[src/rtl/onoff_pkg.sv]
// Shared definitions for the on/off resource arbiter: latch levels and FSM encoding.
package onoff_pkg;

    localparam logic LVL_ON  = 1'b1;
    localparam logic LVL_OFF = 1'b0;

    typedef enum logic [1:0] {
        ST_IDLE  = 2'd0,
        ST_GRANT = 2'd1,
        ST_DWELL = 2'd2
    } state_t;

endpackage

[src/rtl/onoff_cell.sv]
// Shared on/off latch: a set pulse turns it on, a clear pulse turns it off.
module onoff_cell (
    input  logic clk,
    input  logic rst,
    input  logic i_j,
    input  logic i_k,
    output logic o_out
);
    import onoff_pkg::*;

    logic r_out;

    always_ff @(posedge clk or posedge rst) begin
        if (rst) begin
            r_out <= LVL_OFF;
        end else if (i_j && (r_out == LVL_OFF)) begin
            r_out <= LVL_ON;
        end else if (i_k && (r_out == LVL_ON)) begin
            r_out <= LVL_OFF;
        end
    end

    assign o_out = r_out;

endmodule

[src/rtl/onoff_resource_arbiter.sv]
// Round-robin arbiter that shares one on/off latch among N requesters and
// enforces a minimum dwell after every level change.
module onoff_resource_arbiter #(
    parameter int N     = 4,
    parameter int DWELL = 8
) (
    input  logic         clk,
    input  logic         rst,
    input  logic [N-1:0] i_req,
    input  logic [N-1:0] i_want_on,
    output logic [N-1:0] o_gnt,
    output logic [N-1:0] o_ack,
    output logic         o_state_out,
    output logic         o_busy
);
    import onoff_pkg::*;

    localparam int DW_W = $clog2(DWELL + 1);
    localparam int PW   = (N > 1) ? $clog2(N) : 1;

    state_t          r_state;
    state_t          w_stateNext;
    logic [PW-1:0]   r_ptr;
    logic [PW-1:0]   w_ptrNext;
    logic [PW-1:0]   r_win;
    logic [PW-1:0]   w_winNext;
    logic [PW-1:0]   w_pick;
    logic            w_found;
    logic [DW_W-1:0] r_cnt;
    logic [DW_W-1:0] w_cntNext;
    logic [N-1:0]    r_gnt;
    logic [N-1:0]    w_gntNext;
    logic [N-1:0]    r_ack;
    logic [N-1:0]    w_ackNext;
    logic            w_j;
    logic            w_k;
    logic            w_latch;

    // Scan upward from the pointer with wrap-around; the first pending request wins.
    always_comb begin
        w_pick  = '0;
        w_found = 1'b0;
        for (int i = 0; i < N; i++) begin
            if (!w_found && i_req[(int'(r_ptr) + i) % N]) begin
                w_found = 1'b1;
                w_pick  = PW'((int'(r_ptr) + i) % N);
            end
        end
    end

    assign w_j = (r_state == ST_GRANT) & i_req[r_win] & i_want_on[r_win]  & (w_latch == LVL_OFF);
    assign w_k = (r_state == ST_GRANT) & i_req[r_win] & ~i_want_on[r_win] & (w_latch == LVL_ON);

    always_comb begin
        w_stateNext = r_state;
        w_ptrNext   = r_ptr;
        w_winNext   = r_win;
        w_cntNext   = r_cnt;
        w_gntNext   = '0;
        w_ackNext   = '0;
        case (r_state)
            ST_IDLE: begin
                if (w_found) begin
                    w_stateNext       = ST_GRANT;
                    w_winNext         = w_pick;
                    w_gntNext[w_pick] = 1'b1;
                end
            end
            ST_GRANT: begin
                // The pointer advances even when the winner withdrew, so it cannot starve others.
                w_ptrNext        = (r_win == PW'(N - 1)) ? '0 : r_win + PW'(1);
                w_ackNext[r_win] = i_req[r_win];
                if (w_j || w_k) begin
                    w_stateNext = ST_DWELL;
                    w_cntNext   = DW_W'(DWELL - 1);
                end else begin
                    w_stateNext = ST_IDLE;
                end
            end
            ST_DWELL: begin
                if (r_cnt == '0) begin
                    w_stateNext = ST_IDLE;
                end else begin
                    w_cntNext = r_cnt - DW_W'(1);
                end
            end
            default: begin
                w_stateNext = ST_IDLE;
            end
        endcase
    end

    always_ff @(posedge clk or posedge rst) begin
        if (rst) begin
            r_state <= ST_IDLE;
            r_ptr   <= '0;
            r_win   <= '0;
            r_cnt   <= '0;
            r_gnt   <= '0;
            r_ack   <= '0;
        end else begin
            r_state <= w_stateNext;
            r_ptr   <= w_ptrNext;
            r_win   <= w_winNext;
            r_cnt   <= w_cntNext;
            r_gnt   <= w_gntNext;
            r_ack   <= w_ackNext;
        end
    end

    onoff_cell u_cell (
        .clk   (clk),
        .rst   (rst),
        .i_j   (w_j),
        .i_k   (w_k),
        .o_out (w_latch)
    );

    assign o_gnt       = r_gnt;
    assign o_ack       = r_ack;
    assign o_state_out = w_latch;
    assign o_busy      = (r_state != ST_IDLE);

endmodule

[config.mk]
export PLATFORM = sky130hd
export DESIGN_NAME = onoff_resource_arbiter
export DESIGN_NICKNAME = d
export VERILOG_FILES = /design/src/rtl/onoff_pkg.sv /design/src/rtl/onoff_cell.sv /design/src/rtl/onoff_resource_arbiter.sv
export SDC_FILE = /design/constraint.sdc
export NUM_CORES = 1
export LEC_CHECK = 0
export CAP_MARGIN = 15
export CORE_AREA = 2 2 48 50
export CTS_CLUSTER_SIZE = 12
export DETAILED_ROUTE_END_ITERATION = 10
export DIE_AREA = 0 0 50 52
export GPL_TIMING_DRIVEN = 0
export PLACE_DENSITY = 0.78
export SLEW_MARGIN = 20
export SYNTH_ARGS = -nofsm -noshare
export SYNTH_HDL_FRONTEND = slang
export SYNTH_SLANG_ARGS = --single-unit
export TNS_END_PERCENT = 100
[constraint.sdc]
create_clock -name clk -period 5.62 [get_ports clk]
set_input_delay 0.843 -clock clk [delete_from_list [all_inputs] [get_ports clk]]
set_output_delay 0.843 -clock clk [all_outputs]
set_load 0.01 [all_outputs]
# Word level (Yosys, flattened, before mapping)
# Index checks and enable logic that the tools add are counted.
# op_classes
n_reduce_logical,22
bitwise_logic,11
n_eq_ne,7
add_sub_neg,5
magnitude_cmp,8
mux,40
# ops
cell,count
4-bit two-way mux,5
1-bit two-way mux,17
2-bit two-way mux,8
1-bit binary-select mux with 2-bit select,6
3-bit by 4-bit < comparator with 1-bit output (second input constant),3
2-bit by 3-bit < comparator with 1-bit output (second input constant),3
4-bit one-hot mux with 2 select lines,1
1-bit logical AND,7
2-bit != test (second input constant),3
2-bit one-hot mux with 3 select lines,1
2-bit nonzero test,3
2-bit OR reduction,3
1-bit AND,5
2-bit by 1-bit adder with 2-bit output (second input constant),2
2-bit adder (second input constant),2
4-bit AND,1
1-bit demux with 2-bit select,2
2-bit equality test (second input constant),2
2-bit by 1-bit greater-or-equal comparator with 1-bit output (second input constant),2
4-bit zero test,1
2-bit AND reduction,2
4-bit by 1-bit subtractor with 4-bit output (second input constant),1
1-bit AND (first input constant),3
1-bit zero test,3
other kinds (6),7
# totals
regBits,19

# Depth between registers and ports, before layout
# logic_depth
ltp_word,20
depth_mapped,7

# Hierarchy
# A second synthesis with hierarchy kept.
# unflattened
cells_unflattened,105
hier_area_um2,1109.8
# by_module_without_submodules
module,n_inst,area_each_um2,cells_each,seq_area_each_um2
onoff_resource_arbiter,1,1072.3,101,450.4
onoff_cell,1,37.5,4,25.0

# Least setup slack after synthesis
# No wires, ideal clock.
# synth_path
path_type,input to register
from,in i_req[3]
to,reg r_cnt[2]
required_time_ns,5.556
t_arrival_ns,2.026
stages,5
path_slack_ns,3.529
path_cell_list,mux4_2 > and4_4 > a32o_2 > a21oi_2 > o21a_1
# synth_via
elab_chain_cells,8
# synth_rtl
element,line_no,source
from (decl),onoff_resource_arbiter.sv:9,"input logic [N-1:0] i_req,"
1-bit binary-select mux with 2-bit select *,"onoff_resource_arbiter.sv:51, onoff_resource_arbiter.sv:52",
1-bit two-way mux (implied by the code) *,"onoff_resource_arbiter.sv:51, onoff_resource_arbiter.sv:52",
1-bit AND *,"onoff_resource_arbiter.sv:51, onoff_resource_arbiter.sv:52",
"1-bit AND, on equally long branches (2 in series)","onoff_resource_arbiter.sv:51, onoff_resource_arbiter.sv:52",
1-bit logical OR *,onoff_resource_arbiter.sv:73,if (w_j || w_k) begin
2-bit by 1-bit != test with 1-bit output (no source line) *,--,
3-bit AND reduction (no source line) *,--,
to (signal assigned),onoff_resource_arbiter.sv:105,r_cnt <= w_cntNext;
to (decl),onoff_resource_arbiter.sv:29,logic [DW_W-1:0] r_cnt;
# Every way passes the cells marked *; elsewhere a longest branch is shown, timed or not. The select of a mux whose other input is x is not followed.
# A chain may end at the register's enable or synchronous reset.

# Worst setup path after layout
# layout_path
from,reg r_state[0]
to,out o_busy
# layout_via
elab_chain_cells,1
# layout_rtl
element,line_no,source
from (decl),onoff_resource_arbiter.sv:21,state_t r_state;
from (signal assigned),onoff_resource_arbiter.sv:102,r_state <= w_stateNext;
2-bit nonzero test,onoff_resource_arbiter.sv:122,assign o_busy = (r_state != ST_IDLE);
to (decl),onoff_resource_arbiter.sv:14,output logic o_busy
# No other way between the ends.

==> impl_metrics.env <==
export IMPL_avgSynthCellArea_um2=11.09
export IMPL_cts_buffers=3
export IMPL_synth_area_um2=1054
export IMPL_rsz0062_at_grt="no"
export IMPL_worstRegToRegCells=7
export IMPL_maxSlewViolCount=0
export IMPL_placed_cell_area_um2=1279
export IMPL_overflow=0
export IMPL_fin_area_um2=1305
export IMPL_die_y_um=52
export IMPL_grt_pass1_vias=722
export IMPL_worstHoldPathCells=1
export IMPL_yosysWarnings=0
export IMPL_gp_congestion=0.7108
export IMPL_place_hpwl_um=1483
export IMPL_setup_violations_final=0
export IMPL_num_rows=17
export IMPL_dp_cells=142
export IMPL_min_from="r_state[0]$_DFFE_PP0P_"
export IMPL_instances_no_fill=146
export IMPL_synth_cells=95
export IMPL_syn_num_nets=114
export IMPL_track_usage=0.1577
export IMPL_ys_ff_latch=19
export IMPL_vias=747
export IMPL_startpoint_type="flop"
export IMPL_min_period_over_period=0.4333
export IMPL_die_area_um2=2600
export IMPL_r2r_start="r_cnt[0]$_DFFE_PP0P_"
export IMPL_drtIter0Drc=10
export IMPL_regToRegSetupSlack_ps=3640
export IMPL_hold_buffers=0
export IMPL_drt_pass1_iterations=4
export IMPL_synthTopCellsByArea="dfrtp_1, ha_1, inv_1"
export IMPL_pin_count=20
export IMPL_path_max_fanout=4
export IMPL_fin_tns_setup_ps=0
export IMPL_finalHoldViolations=0
export IMPL_post_cts_resized=0
export IMPL_path_clk_slew_ps=100
export IMPL_avgRoutedWirePerCell_um=12.61
export IMPL_power_w=0.0005894
export IMPL_antenna_found_initial=0
export IMPL_grt_max_degree=20
export IMPL_p_leak_nw=0.6031
export IMPL_grt_pass1_wl_um=3056
export IMPL_drt_wl_total_um=1841
export IMPL_syn2layout_area_growth_pct=23.87
export IMPL_fin_worst_skew_ps=4.140
export IMPL_initial_utilization=0.5003
export IMPL_holdPathEnd="r_state[0]$_DFFE_PP0P_"
export IMPL_setup_worst_path_end_class="primary output"
export IMPL_relSlewSlack=0.5255
export IMPL_min_path_type="reg -> reg"
export IMPL_finalHoldWorstSlack_ps=544.0
export IMPL_required_ps=4780
export IMPL_cts_tree="built"
export IMPL_portBuffers=19
export IMPL_layout_min_cycle_time_ps=2435
export IMPL_drt_antenna_violating_nets=0
export IMPL_worstPathArrival_ps=1590
export IMPL_worstSkewPairLatency_ps=290
export IMPL_drive_gt1_frac=0.1864
export IMPL_htree_levels=1
export IMPL_cts_root_buf="clkbuf_4"
export IMPL_r2r_end="r_cnt[2]$_DFFE_PP0P_"
export IMPL_die_x_um=50
export IMPL_synth_top_cell_by_area="dfrtp_1"
export IMPL_worst_pin_slew_ps=711.0
export IMPL_ys_seq_area_frac=0.4513
export IMPL_synth_top_area_frac=0.4513
export IMPL_maxCapViolations=0
export IMPL_p_per_area_nw_per_um2=451.7
export IMPL_drcViolationCount=0
export IMPL_ir_drop_mv=0.3297
export IMPL_cts_buffer_depth=2
export IMPL_cts_sinks=19
export IMPL_core_area_um2=2106
export IMPL_nNetsFinal=138
export IMPL_yosysUniqueCellTypes=35
export IMPL_worst_setup_path_type="reg -> out"
export IMPL_viasPerCell=5.116
export IMPL_status="complete, no violations"
export IMPL_post_cts_buffers=0
export IMPL_antennaDiodeCount=0
export IMPL_fmax_mhz=410.6
routing by layer:
| metal | track usage | up-vias | wire (um) |
|---|---|---|---|
| met5 | 0 | - | 0 |
| met4 | 0.05556 | 0 | 13 |
| met3 | 0.03161 | 2 | 48 |
| met2 | 0.2982 | 9 | 1022 |
| met1 | 0.1735 | 359 | 756 |
| li1 | - | 377 | - |
synthesized netlist by cell type:
cell,instances
and4_4,1
or2_2,1
o2bb2a_1,1
nand2_1,5
nor4_1,1
o221a_2,1
and3_2,4
a21oi_2,1
ha_1,9
mux2_2,3
nand3_1,2
and2_1,3
o21a_1,1
nand3b_1,1
o22a_1,1
o21ai_4,1
o22ai_1,1
o221ai_1,1
and2_2,1
inv_1,14
mux4_2,2
a22oi_1,1
xor2_2,1
dfrtp_1,19
a222oi_1,1
nor3_1,1
a21o_2,1
nand2b_1,1
nor2b_1,1
o21ai_0,4
a32o_2,1
or3b_2,1
nor2_1,4
mux2i_1,1
a21oi_1,3
metrics by stage:
step | worst slack (ps) | util
6_report | 3185 | 0.6197
2_1_floorplan | 3529 | -
3_3_place_gp | 2963 | 0.6072
3_5_place_dp | 2923 | 0.6072
5_1_grt | 3115 | 0.6197
4_1_cts | 3171 | 0.6197
where the power goes:
group / leakage [nW] / switching, W / internal (W) / total [W]
registers: 0.235 / 0.0000355 / 0.000182 / 0.000217
logic: 0.353 / 0.000149 / 0.000157 / 0.000305
clock network: 0.0150 / 0.0000391 / 0.0000275 / 0.0000667
total: 0.603 / 0.000223 / 0.000366 / 0.000589
worst max path at each step:
stage,startpoint,to,slack [ps],depth (start not counted)
4_1_cts,r_state[0]$_DFFE_PP0P_,o_busy,3170,4
3_5_place_dp,i_req[0],r_cnt[2]$_DFFE_PP0P_,2920,6
3_3_place_gp,i_req[0],r_cnt[2]$_DFFE_PP0P_,2960,6
2_1_floorplan,i_req[3],r_cnt[2]$_DFFE_PP0P_,3530,5
6_report,r_state[0]$_DFFE_PP0P_,o_busy,3180,4
5_1_grt,r_state[0]$_DFFE_PP0P_,o_busy,3120,4
sequential cells by signal (all words and copies together), names as in the netlist:
name	cells
o_ack	4
o_gnt	4
r_cnt	4
r_ptr	2
r_state	2
r_win	2
u_cell.o_out	1
cell type report:
| class | instances | area [um2] |
|---|---|---|
| Clock buffer | 4 | 26.28 |
| Fill cell | 172 | 800.8 |
| Inverter | 14 | 52.55 |
| Multi-Input combinational cell | 62 | 525.5 |
| Sequential cell | 19 | 475.5 |
| Tap cell | 28 | 35.03 |
| Timing Repair Buffer | 19 | 190.2 |
worst max-delay path: stages (launching register included):
cell,delay (ps)
dfrtp_1,390
inv_1,70
ha_1,250
inv_1,70
clkdlybuf4s50_1,530
cell usage in the layout (no fill, tap or decap), types with 2 or more instances in the layout:
| cell | Yosys | routed |
|---|---|---|
| clkbuf_4 | 0 | 3 |
| nand2_1 | 5 | 5 |
| inv_1 | 14 | 14 |
| ha_1 | 9 | 9 |
| a21oi_1 | 3 | 3 |
| and2_1 | 3 | 3 |
| o21ai_0 | 4 | 4 |
| and3_2 | 4 | 4 |
| dfrtp_1 | 19 | 19 |
| nor2_1 | 4 | 4 |
| mux2_2 | 3 | 3 |
| nand3_1 | 2 | 2 |
| mux4_2 | 2 | 2 |
| clkdlybuf4s50_1 | 0 | 19 |
cell families (layout without fill, tap and decap cells):
family | count (synthesis) | count (layout) | synth area share
fa+ha+maj | 9 | 9 | 0.1069
xor+xnor | 1 | 1 | 0.01544
simple gates | 27 | 27 | 0.1497
flops | 19 | 19 | 0.4513
buf+inv | 14 | 37 | 0.04988
compound gates | 19 | 19 | 0.1425
mux | 6 | 6 | 0.08432
No activity file was read; power rests on OpenSTA's default activity.
